[src/rtl/bus_master_pkg.sv]
// bus_master_pkg: state codes and constants shared by the burst read master files.
package bus_master_pkg;
   typedef logic [2:0] state_t;
   localparam state_t ST_IDLE    = 3'd0;
   localparam state_t ST_REQUEST = 3'd1;
   localparam state_t ST_BEGIN   = 3'd2;
   localparam state_t ST_WAIT    = 3'd3;
   localparam state_t ST_ABORT   = 3'd4;
   localparam logic [3:0] BYTE_ENABLES_ALL = 4'hF;
   localparam int MAX_BURST_WORDS = 256;
   localparam int BEAT_WIDTH = $clog2(MAX_BURST_WORDS + 1);
endpackage

[src/rtl/bus_master_watchdog.sv]
// bus_master_watchdog: loadable down-counter that flags a run of timeoutCycles idle ticks.
module bus_master_watchdog #(
   parameter int timeoutCycles = 1023,
   parameter int timeoutWidth = 10
) (
   input  logic clk,
   input  logic rst,
   input  logic load,
   input  logic tick,
   output logic expire
);
   localparam logic [timeoutWidth-1:0] RELOAD = timeoutWidth'(timeoutCycles);
   logic [timeoutWidth-1:0] cnt;
   always_ff @(posedge clk or posedge rst)
      if (rst) cnt <= '0;
      else if (load) cnt <= RELOAD;
      else if (tick && cnt != '0) cnt <= cnt - timeoutWidth'(1);
   // cnt holds the idle ticks still allowed, so reaching 1 marks the last one
   assign expire = tick && !load && cnt == timeoutWidth'(1);
endmodule

[src/rtl/bus_burst_read_master.sv]
// bus_burst_read_master: arbitrates for the wired-OR bus, issues one read burst and
// streams the returned words to a local consumer, reporting done or error.
module bus_burst_read_master
   import bus_master_pkg::*;
#(
   parameter int timeoutCycles = 1023,
   parameter int timeoutWidth = 10
) (
   input  logic        clock,
   input  logic        reset,
   input  logic        start,
   input  logic [31:0] startAddress,
   input  logic [7:0]  burstLength,
   output logic        busyOut,
   output logic        donePulse,
   output logic        errorPulse,
   output logic [31:0] wordOut,
   output logic        wordValid,
   output logic [7:0]  wordIndex,
   output logic        requestTransaction,
   input  logic        transactionGranted,
   output logic        beginTransactionOut,
   output logic [31:0] addressDataOut,
   output logic [3:0]  byteEnablesOut,
   output logic        readNotWriteOut,
   output logic [7:0]  burstSizeOut,
   output logic        endTransactionOut,
   input  logic [31:0] addressDataIn,
   input  logic        dataValidIn,
   input  logic        endTransactionIn,
   input  logic        busErrorIn
);
   state_t state, state_nxt;
   logic [31:2] addr;
   logic [7:0] len;
   logic [BEAT_WIDTH-1:0] beat_cnt, cnt_nxt, beats_due;
   logic overrun, ovr_nxt, done_r, err_r, expire;
   logic in_wait, beat, fits, fwd, finish, ok, unused_bits;

   assign in_wait = state == ST_WAIT;
   assign beat = in_wait && dataValidIn && !busErrorIn;
   assign beats_due = BEAT_WIDTH'(len) + BEAT_WIDTH'(1);
   assign fits = beat_cnt < beats_due;
   assign fwd = beat && fits;
   assign cnt_nxt = beat_cnt + BEAT_WIDTH'(fwd);
   assign ovr_nxt = overrun || (beat && !fits);
   // the end strobe is judged against the count that includes its own beat
   assign finish = in_wait && !busErrorIn && endTransactionIn;
   assign ok = cnt_nxt == beats_due && !ovr_nxt;

   always_comb begin
      state_nxt = state;
      case (state)
         ST_IDLE:    state_nxt = start ? ST_REQUEST : ST_IDLE;
         ST_REQUEST: state_nxt = transactionGranted ? ST_BEGIN : ST_REQUEST;
         ST_BEGIN:   state_nxt = ST_WAIT;
         ST_WAIT:    state_nxt = busErrorIn ? ST_ABORT : endTransactionIn ? ST_IDLE : expire ? ST_ABORT : ST_WAIT;
         ST_ABORT:   state_nxt = ST_IDLE;
         default:    state_nxt = ST_IDLE;
      endcase
   end

   always_ff @(posedge clock or posedge reset)
      if (reset) begin
         state <= ST_IDLE;
         addr <= '0;
         len <= '0;
         beat_cnt <= '0;
         overrun <= 1'b0;
         wordValid <= 1'b0;
         wordOut <= '0;
         wordIndex <= '0;
         done_r <= 1'b0;
         err_r <= 1'b0;
      end else begin
         state <= state_nxt;
         if (state == ST_IDLE && start) begin
            addr <= startAddress[31:2];
            len <= burstLength;
         end
         beat_cnt <= state == ST_IDLE ? '0 : cnt_nxt;
         overrun <= state != ST_IDLE && ovr_nxt;
         wordValid <= fwd;
         if (fwd) begin
            wordOut <= addressDataIn;
            wordIndex <= beat_cnt[7:0];
         end
         done_r <= finish && ok;
         err_r <= finish && !ok;
      end

   bus_master_watchdog #(
      .timeoutCycles(timeoutCycles),
      .timeoutWidth(timeoutWidth)
   ) u_watchdog (
      .clk(clock),
      .rst(reset),
      .load(state == ST_BEGIN || beat),
      .tick(in_wait),
      .expire(expire)
   );

   assign busyOut = state != ST_IDLE;
   assign requestTransaction = state != ST_IDLE;
   assign beginTransactionOut = state == ST_BEGIN;
   assign addressDataOut = beginTransactionOut ? {addr, 2'b00} : '0;
   assign byteEnablesOut = beginTransactionOut ? BYTE_ENABLES_ALL : '0;
   assign readNotWriteOut = beginTransactionOut;
   assign burstSizeOut = beginTransactionOut ? len : '0;
   assign endTransactionOut = state == ST_ABORT;
   assign donePulse = done_r;
   assign errorPulse = err_r || endTransactionOut;
   assign unused_bits = ^startAddress[1:0];
endmodule

[config.mk]
export PLATFORM = sky130hd
export DESIGN_NAME = bus_burst_read_master
export DESIGN_NICKNAME = d
export VERILOG_FILES = /design/src/rtl/bus_master_pkg.sv /design/src/rtl/bus_master_watchdog.sv /design/src/rtl/bus_burst_read_master.sv
export SDC_FILE = /design/constraint.sdc
export NUM_CORES = 1
export LEC_CHECK = 0
export CELL_PAD_IN_SITES_DETAIL_PLACEMENT = 0
export CELL_PAD_IN_SITES_GLOBAL_PLACEMENT = 1
export CORE_MARGIN = 4
export CORE_UTILIZATION = 33
export DETAILED_ROUTE_END_ITERATION = 10
export GPL_ROUTABILITY_DRIVEN = 0
export PLACE_DENSITY_LB_ADDON = 0.1
export SYNTH_ARGS = -nofsm -noshare
export SYNTH_HDL_FRONTEND = slang
export SYNTH_HIERARCHICAL = 1
export SYNTH_SLANG_ARGS = --single-unit
[constraint.sdc]
create_clock -name clock -period 4.1 [get_ports clock]
set_clock_uncertainty 0.15 [all_clocks]
set_input_delay 1.025 -clock clock [delete_from_list [all_inputs] [get_ports clock]]
set_output_delay 1.025 -clock clock [all_outputs]
set_load 0.1 [all_outputs]
-- After elaboration in Yosys (flattened, before gate mapping)
Index checks and enable logic that the tools add are counted.
- register bits after elaboration: 104
- input bits: 79
- word-level logic and storage cells: 59
- add/subtract/negate cells: 3
- magnitude comparators: 1
- equal/unequal tests: 6
- mux-type cells: 12
- reductions and logical operators: 26
- operators with widths (cell ; number):
    32-bit 2-to-1 mux ; 1
    10-bit 2-to-1 mux ; 2
    1-bit logical AND ; 14
    3-bit one-hot mux with 4 select lines ; 1
    10-bit by 1-bit equality test with 1-bit output (second input constant) ; 1
    10-bit nonzero test ; 1
    10-bit by 1-bit subtractor with 10-bit output (second input constant) ; 1
    8-bit by 1-bit adder with 9-bit output (second input constant) ; 1
    9-bit by 1-bit adder with 9-bit output ; 1
    9-bit equality test ; 1
    9-bit less-than comparator ; 1
    3-bit 2-to-1 mux ; 3
    9-bit 2-to-1 mux ; 1
    8-bit 2-to-1 mux ; 1
    3-bit by 2-bit equality test with 1-bit output (second input constant) ; 2
    1-bit zero test ; 5
    4-bit 2-to-1 mux ; 1
    3-bit by 1-bit equality test with 1-bit output (second input constant) ; 1
    3-bit equality test (second input constant) ; 1
    3-bit zero test ; 1
    1-bit logical OR ; 3
    3-bit nonzero test ; 1
    2-bit 2-to-1 mux ; 1
    2-bit nonzero test ; 1
    1-bit 2-to-1 mux ; 1

-- Longest topological paths before layout
- depth in word-level cells: 11
- gate-level depth with buffers: 18

-- Hierarchy
Netlist, hierarchy kept.
- modules (own cells, without submodules) (module ; instances ; cells each ; area each (sq um) ; sequential area each (sq um)):
    bus_burst_read_master ; 1 ; 336 ; 4556.9 ; 2352.3
    bus_master_watchdog ; 1 ; 59 ; 574.3 ; 250.2

-- Worst setup path before layout
Ideal clock, no wire load.
- kind: reg-to-output
- from: reg state[0]
- to: out errorPulse
- arrival: 3.388 ns
- path slack: -0.463 ns
- cell stages (with the launch flop): 3
- cells stage by stage: dfrtp_1 nor3b_1 or2_2
- word-level cells in the longest chain between the ends: 2
- RTL lines (what ; RTL line ; source):
    start: declaration ; bus_burst_read_master.sv:33 ; state_t state, state_nxt;
    start signal: assignment ; bus_burst_read_master.sv:76 ; state <= state_nxt;
    3-bit equality test ; bus_burst_read_master.sv:110 ; assign endTransactionOut = state == ST_ABORT;
    named net endTransactionOut ; bus_burst_read_master.sv:27 ; output logic endTransactionOut,
    1-bit logical OR ; bus_burst_read_master.sv:112 ; assign errorPulse = err_r || endTransactionOut;
    end: declaration ; bus_burst_read_master.sv:16 ; output logic errorPulse,
The timed path passes the listed nets, and every way through them passes these cells.

-- Worst setup path after layout
- from: reg len[4]
- to: reg err_r
- elaborated cells between the ends (all ways): 12
- RTL lines (what ; RTL line ; source):
    start: declaration ; bus_burst_read_master.sv:35 ; logic [7:0] len;
    start signal: assignment ; bus_burst_read_master.sv:79 ; len <= burstLength;
    8-bit by 1-bit adder with 9-bit output ; bus_burst_read_master.sv:42 ; assign beats_due = BEAT_WIDTH'(len) + BEAT_WIDTH'(1);
    9-bit less-than comparator ; bus_burst_read_master.sv:43 ; assign fits = beat_cnt < beats_due;
    1-bit logical AND ; bus_burst_read_master.sv:44 ; assign fwd = beat && fits;
    named net fwd ; bus_burst_read_master.sv:38 ; logic in_wait, beat, fits, fwd, finish, ok, unused_bits;
    9-bit by 1-bit adder with 9-bit output ; bus_burst_read_master.sv:45 ; assign cnt_nxt = beat_cnt + BEAT_WIDTH'(fwd);
    9-bit equality test ; bus_burst_read_master.sv:49 ; assign ok = cnt_nxt == beats_due && !ovr_nxt;
    1-bit logical AND ; bus_burst_read_master.sv:49 ;
    1-bit zero test ; bus_burst_read_master.sv:89 ; err_r <= finish && !ok;
    1-bit logical AND ; bus_burst_read_master.sv:89 ;
    end signal: assignment ; bus_burst_read_master.sv:89 ;
    end: declaration ; bus_burst_read_master.sv:37 ; logic overrun, ovr_nxt, done_r, err_r, expire;
The timed path passes the listed nets, and every way through them passes these cells.
A chain may end at the register's enable or synchronous reset.

==> metrics.txt <==
status=finished, final reports clean; clk sinks=104; H-tree levels=3; vias per cell=4.67; drc violations=0; asr flop ratio synth=100%; R2R cell count=17; number of synthesis warnings=6; Antenna diodes=0; post-DP HPWL=8910 microns; first-pass GRT wire length=19400 microns; Max-cap violations=0; gr usage total=13.9%; Worst Path Required=4.18 ns; Hold Crit Class=reg2reg; number of global-route vias before repair=3662; DIE AREA=0.0176 sq mm; setup TNS=0 ns; Vias=3514; Layout Area Growth over Synthesis=39.3%; Detailed Routing Iterations Pass 1=4; Clock Latency Late Sink=0.34 ns; post-CTS setup repair buffer count=0; critical path peak fanout=5; fmax=262 MHz; post-synthesis sequential area ratio=50.7%; core area=0.0152 sq mm; DIE HEIGHT=133 microns; TritonCTS clock tree=yes; commonest non-fill, non-tap cell in the layout=clkdlybuf4s50_1; RSZ-0062 raised after global routing=false; Setup Slack @ Placement=0.136 ns; layout cells sized above 1=29.2%; Hold Crit Start=addr[30]; syn avg cell area=13.0 sq um; final hold slack=0.335 ns; FF-to-FF setup slack=0.28 ns; Final min period=3.82 ns; Routed Antenna Nets=0; CP Capture Type=flop; row count=45; R2R Path End=err_r; cell count after synthesis=395; Synth Register Bits=104; Total Wirelength=11900 microns; CTS Hold Bufs=0; setup slack after layout=0.278 ns; Starting Density=33.8%; I/O pins=171; Final Cycle Share=93.2%; Arr. time, crit path=3.90 ns; clk slew on worst S/H paths=0.07 ns; Overflow after GRT=0; ys flop type=dfrtp_1; reg-to-reg startpoint=len[4]; DRT iter0 DRCs=98; fill count=1388; nets=654; largest net degree at the start of global routing=51; critical path startpoint category=flop; Die X=133 microns; Port Buf Inserts=166; Netlist cell types=53; EDFF count, synth=0; post_cts resized=0; Slew headroom=31.7%; Routed wire per std cell=15.8 microns; clock buffer depth=2; Slew Limit Fails=0; critical path class=reg2reg; WHS Endpoint=addr[30]; initial antenna violation count=0; Setup Viol. Count Final=0; worst slew pin tran=1.02 ns; clock root cell=clkbuf_16; Final Hold Vio Count=0; Hold Path Depth=1; Synth Cell Area=0.00513 sq mm; most frequent cells in the layout=clkdlybuf4s50_1, dfrtp_1, buf_4; total CTS buffers=9
registers in the layout, indices dropped and copies added (netlist names):
register / count
len: 8
wordValid: 1
wordIndex: 8
wordOut: 32
state: 3
beat_cnt: 9
addr: 30
u_watchdog/cnt: 10
overrun: 1
donePulse: 1
err_r: 1
cell usage after synthesis, types with 2 or more instances:
| cell | count | share of area [%] |
|---|---|---|
| xor2_1 | 17 | 2.9 |
| xnor2_1 | 9 | 1.5 |
| nand2_1 | 14 | 1.0 |
| or2_2 | 2 | 0.24 |
| or3b_1 | 3 | 0.51 |
| inv_1 | 10 | 0.73 |
| nand4_1 | 4 | 0.49 |
| nor4_1 | 4 | 0.49 |
| buf_12 | 4 | 1.6 |
| and3_1 | 3 | 0.37 |
| nor2b_1 | 2 | 0.24 |
| ha_1 | 13 | 3.2 |
| nand3b_1 | 2 | 0.29 |
| o21ai_0 | 3 | 0.29 |
| clkbuf_1 | 5 | 0.37 |
| a21oi_1 | 7 | 0.68 |
| dfrtp_1 | 104 | 51 |
| buf_2 | 4 | 0.39 |
| and2_1 | 39 | 4.8 |
| nand3_1 | 8 | 0.78 |
| mux2_2 | 30 | 6.6 |
| mux2_1 | 9 | 2.0 |
| mux2_4 | 39 | 11 |
| buf_4 | 8 | 1.2 |
| and4_1 | 2 | 0.34 |
| nor2_1 | 17 | 1.2 |
| a31oi_1 | 2 | 0.24 |
| nor3_1 | 5 | 0.49 |
| nor3b_1 | 2 | 0.29 |
worst max-delay path, cell delays in order (launching register included):
cell and delay, ns:
dfrtp_2 0.41, and4_1 0.25, nand2_1 0.10, xor2_2 0.17
ha_1 0.30, nand2_1 0.09, a2111oi_4 0.35, o211ai_2 0.18
nand3_4 0.12, inv_2 0.04, ha_1 0.22, ha_2 0.28
xor2_1 0.14, nor3_1 0.14, o211ai_1 0.11, nor3_1 0.17
o2111ai_1 0.17, o311a_1 0.32
layer usage:
layer | up-vias | track usage, % | part of all wire, %
li1 | 1696 | - | -
met1 | 1695 | 16.8 | 43
met2 | 107 | 22.6 | 47
met3 | 16 | 5.25 | 7.4
met4 | 0 | 4.91 | 2.2
met5 | - | 0 | 0
area by class of cell:
| type | count | area [sq um] | share of cell area (%) |
|---|---|---|---|
| Clock buffer | 10 | 229 | 3.20 |
| Sequential cell | 104 | 2610 | 36.5 |
| Inverter | 11 | 43.8 | 0.613 |
| Multi-Input combinational cell | 260 | 2360 | 33.0 |
| Clock inverter | 4 | 47.5 | 0.665 |
| Tap cell | 188 | 235 | 3.29 |
| Timing Repair Buffer | 176 | 1630 | 22.8 |
worst max-delay path by stage:
stage                  start                  to  cells after the start
finish                len[4]               err_r                     17
CTS                   len[2]               err_r                     17
global route          len[2]               err_r                     17
global placement      len[2]               err_r                     17
detailed placement    len[2]               err_r                     17
floorplan           state[0]  addressDataOut[29]                      3
metrics by stage:
step | area [sq um] | std cells | util, %
global route | 7150 | 753 | 47.0
global placement | 6830 | 739 | 45.0
finish | 7150 | 753 | 47.0
floorplan | 5140 | 396 | -
detailed placement | 6830 | 739 | 45.0
CTS | 7110 | 753 | 46.8
cells by family after synthesis:
| kind of cell | share of synthesized area, % |
|---|---|
| compound gates | 3.71 |
| xor+xnor | 4.44 |
| fa+ha+maj | 3.17 |
| buf+inv | 4.29 |
| flops | 50.7 |
| mux | 20.2 |
| other cells | 0.0731 |
| simple gates | 13.4 |
Power is left out: the tool's default activity adds up to more than one toggle a clock period on the data nets, which glitch-free logic cannot reach.
